## config.mk

```make
export PLATFORM = sky130hd
export DESIGN_NAME = register
export DESIGN_NICKNAME = d
export VERILOG_FILES = /design/src/rtl/register.sv
export SDC_FILE = /design/constraint.sdc
export NUM_CORES = 1
export LEC_CHECK = 0
export ABC_AREA = 1
export CAP_MARGIN = 5
export CELL_PAD_IN_SITES_DETAIL_PLACEMENT = 0
export CELL_PAD_IN_SITES_GLOBAL_PLACEMENT = 1
export CORE_MARGIN = 1.5
export CORE_UTILIZATION = 29
export CTS_CLUSTER_DIAMETER = 40
export CTS_CLUSTER_SIZE = 40
export DETAILED_ROUTE_END_ITERATION = 6
export PLACE_DENSITY = 0.86
export SYNTH_ARGS = -nofsm -noshare
export SYNTH_HDL_FRONTEND = slang
export SYNTH_SLANG_ARGS = --single-unit
```

## constraint.sdc

```tcl
create_clock -name clk -period 1.2 [get_ports clk]
set_clock_uncertainty 0.1 [all_clocks]
set_input_delay 0.24 -clock clk [delete_from_list [all_inputs] [get_ports clk]]
set_output_delay 0.24 -clock clk [all_outputs]
set_load 0.1 [all_outputs]
```

## src/rtl/register.sv

```systemverilog
// rtl/register.sv - N-bit load-enable register, per-bit async clear; REGISTER_PARITY_EN adds a registered even-parity output
module register #(
    parameter int               WIDTH       = 32,
    parameter logic [WIDTH-1:0] RESET_VALUE = {WIDTH{1'b0}}
) (
    input  logic [WIDTH-1:0] data,
    input  logic             enable,
    input  logic             reset,
    input  logic             clk,
    output logic [WIDTH-1:0] out
`ifdef REGISTER_PARITY_EN
    ,
    output logic             parity
`endif
);

    // One flop per bit; the hold path recirculates the stored bit.
    for (genvar i = 0; i < WIDTH; i++) begin : g_bit
        logic bit_q;
        logic bit_d;

        assign bit_d = enable ? data[i] : bit_q;

        always_ff @(posedge clk or posedge reset) begin
            if (reset) begin
                bit_q <= RESET_VALUE[i];
            end else begin
                bit_q <= bit_d;
            end
        end

        assign out[i] = bit_q;
    end

`ifdef REGISTER_PARITY_EN
    logic parity_q;
    logic parity_d;

    // Parity of the incoming word, so it lands on the same edge as out.
    assign parity_d = enable ? (^data) : parity_q;

    always_ff @(posedge clk or posedge reset) begin
        if (reset) begin
            parity_q <= ^RESET_VALUE;
        end else begin
            parity_q <= parity_d;
        end
    end

    assign parity = parity_q;
`endif

endmodule

```

After elaboration in Yosys (flattened, before gate mapping):

Cells that the tools add are included.

* word-level logic and storage cells: 32
* flip-flop bits (word level): 32

Depth between registers and ports, before layout:

* word-level depth: 0
* gate-level depth with buffers: 5

Worst setup path before layout:

No wires, ideal clock.

* path kind: register to output
* start point: register g_bit[12].bit_q
* end point: output port out[12]
* cell stages (with the launch flop): 2
* slack: 239 ps
* arrival: 621 ps
* cell sequence: dfrtp_1 > buf_4

RTL lines
* from (decl): RTL line 19 `logic bit_q;`
* from (signal assigned): RTL line 26 `bit_q <= RESET_VALUE[i];`
* from (signal assigned): RTL line 28 `bit_q <= bit_d;`
* to (decl): RTL line 10 `output logic [WIDTH-1:0] out`

No word-level cell between the ends.

Final worst setup path:

* start point: register g_bit[19].bit_q
* end point: output port out[19]

RTL lines (RTL line)
* from (decl): 19
* from (signal assigned): 26
* from (signal assigned): 28

No word-level cell between the ends.

==> results.yml <==
outcome:
  status: "finished, violations left"
  failing_checks: "setup timing"
timing:
  worst_slack_ns: -0.00846
  slew_viol_final: 0
  timing.slew.headroom: 0.866
  finalCriticalPeriod_ns: 1.21
  fmax_mhz: 827
  timing.final.crit_share: 1.01
  worst-slew-pin-transition_ns: 0.200
  rsz0062_at_grt: "true"
  hold_violations: 0
  final_setup_violating_endpoints: 18
flow_run:
  drv.max_cap_violation_count: 0
clocking:
  cts_hold_buf: 0
  cts_max_level: 2
  ctsLongestPathBuffers: 2
  insertion_delay_ns: 0.27
  numCtsBuffers: 5
  clk_pin_slew_ns: 0.06
  clock-root-buffer: "sky130_fd_sc_hd__clkbuf_8"
  count_of_cells_resized_by_post_cts_repair: 0
  clock-sinks: 32
  cts_tree: "yes"
worst_setup_path:
  crit-reg2reg-launch: "g_bit[15].bit_q"
  timing.critical_path.to: "out[19]"
  critical_path_arrival_ns: 0.87
  rr_worst_depth: 3
  worstSetupStartpointType: "flop"
  setup.worst_path.class: "flop to primary output"
  required_ns: 0.86
  timing.critical_path.slowest_cell_delay_ns: 0.41
  cp.depth: 1
  worst-r2r-setup-slack_ns: 0.34
  crit_chain: "buf_12"
  worst_path_max_delay_cell: "sky130_fd_sc_hd__dfrtp_1"
  critical_path.endpoint_type: "primary output"
  number_of_buffers_and_inverters_on_the_critical_path: 1
  path_delay_family: "flip-flops"
  timing.rr.end: "g_bit[15].bit_q"
  critPathLaunch: "g_bit[19].bit_q"
  worstPathMaxFanout: 2
routing:
  detail_route.wl_per_cell_um: 10.5
  vias: 1138
  drtIter0Drc: 70
  route.detailed.drc: 0
  drtPass1Iterations: 4
  routed_via_density: 3.86
  detail_route.wirelength_mm: 3.09
  antenna_left: 0
global_route:
  global_route_wire_length_before_repair_mm: 5.17
  grt_pass1_vias: 1184
  antenna_found_initial: 0
  overflow: 0
  grt_max_degree: 33
  overall_fraction_of_global_route_tracks_in_use: 0.122
layout:
  antenna-diode-count: 0
  largest_register_ffs: 32
  max_flop_register: "g_bit.bit_q"
  post_layout_net_count: 259
  largestRegisters: "g_bit.bit_q: 32 flops"
  areaGrowthSynthToFinish_pct: 65.5
  fraction_of_layout_instances_using_a_drive_strength_above_1: 0.311
  fill_cells: 493
power_and_ir_drop:
  totalPowerFinal_mw: 3.60
  leakage_nw: 1.27
  power_density_over_cell_area_nw_per_um2: 1410
  peakVddDrop_mv: 0.706
placed_design:
  port_buffers: 66
  dpl_worst_slack_ns: -0.228
  place.detailed.hpwl_mm: 2.18
  gpl.final_weighted_congestion: 0.658
logic_synthesis:
  synth.ff_latch_count: 32
  syn_area_per_cell_sq_um: 9.09
  synth.area.top_cells: "sky130_fd_sc_hd__dfrtp_1 (52%), sky130_fd_sc_hd__nand2_1 (21%), sky130_fd_sc_hd__buf_4 (16%), sky130_fd_sc_hd__nand2_2 (4.1%), sky130_fd_sc_hd__clkbuf_8 (2.7%)"
  synthCells: 169
  top_cell_type_s_share_of_synthesized_area: 0.521
  post_synth_instance_area_sq_um: 1540
  yosys_warnings: 0
  synth_top_cell_by_area: "sky130_fd_sc_hd__dfrtp_1"
  synth.lib_cells_used.distinct: 9
  ys_seq_area_frac: 0.521
  mappedNetlistNets: 204
floorplanning:
  i_o_pin_total: 67
  chipHeight_um: 75.8
  die_x_um: 75.8
  std_cell_rows: 26
  coreArea_sq_um: 5110
  initial_utilization: 0.301
  die-area_sq_um: 5740
worst_hold_path:
  hold_path.class: "primary input to async pin"
## cell families (layout without fill, tap and decap cells)
kind of cell,Yosys count,in the layout,share of synthesized area
buf+inv,41,97,0.228
simple gates,96,96,0.251
flops,32,32,0.521
## what timing repair did
action | in CTS | in global routing
hold endpoints to repair | 0 | 0
endpoints found under the setup margin | 32 | 32
buffers inserted | 13 | 5
## worst min path at each step
stage,slack [ns],depth (start not counted),from,end
3_3_place_gp,0.42,2,g_bit[11].bit_q,g_bit[11].bit_q
3_5_place_dp,0.42,2,g_bit[11].bit_q,g_bit[11].bit_q
4_1_cts,0.23,3,reset,g_bit[1].bit_q
6_report,0.23,3,reset,g_bit[31].bit_q
2_1_floorplan,0.25,2,data[10],g_bit[10].bit_q
5_1_grt,0.27,3,reset,g_bit[1].bit_q
## report_power, final
group	switching, mW	internal (mW)
sequential	0.105	1.18
clock	0.356	0.467
combinational	0.906	0.587
total	1.37	2.23
## cell type report
| cell class | count | area, sq um | area share |
|---|---|---|---|
| repair buffers | 87 | 1160 | 0.458 |
| inverters | 2 | 15.0 | 0.00591 |
| multi-input cells | 96 | 385 | 0.152 |
| flip-flops and latches | 32 | 801 | 0.315 |
| well taps | 70 | 87.6 | 0.0344 |
| clock buffers | 8 | 90.1 | 0.0354 |
## through the flow
stage / setup TNS (ns) / instances / utilization / cell area, sq um / hold slack, ns
after floorplan: 0 / 169 / - / 1540 / 0.252
after global placement: -5.83 / 269 / 0.454 / 2320 / 0.417
after detailed placement: -6.87 / 269 / 0.454 / 2320 / 0.421
after CTS: -0.524 / 290 / 0.490 / 2500 / 0.235
after global routing: -1.08 / 295 / 0.498 / 2540 / 0.274
final: -0.0563 / 295 / 0.498 / 2540 / 0.232
## per-layer routing
layer	GRT usage	up-vias	routed length [um]
met4	0.0476	0	21
li1	-	580	-
met5	0	-	0
met3	0.0463	2	249
met2	0.214	42	1580
met1	0.131	514	1240
## layout by cell type, fill, tap and decap left out
cell | Yosys | layout
sky130_fd_sc_hd__nand2_1 | 86 | 86
sky130_fd_sc_hd__clkbuf_1 | 0 | 2
sky130_fd_sc_hd__clkbuf_8 | 3 | 6
sky130_fd_sc_hd__inv_8 | 1 | 1
sky130_fd_sc_hd__clkdlybuf4s50_1 | 0 | 34
sky130_fd_sc_hd__nand2_2 | 10 | 10
sky130_fd_sc_hd__inv_1 | 1 | 1
sky130_fd_sc_hd__buf_12 | 1 | 34
sky130_fd_sc_hd__buf_4 | 32 | 19
sky130_fd_sc_hd__dfrtp_1 | 32 | 32
## Yosys cell counts, drive strengths merged
library cell and instances:
nand2 96, dfrtp 32, buf 36, inv 2, clkbuf 3
## tightest hold or removal path: cells and delay by family
family	cells	cell delay, ns
buf+inv	3	0.71
Power figures use the tool's default switching activity.
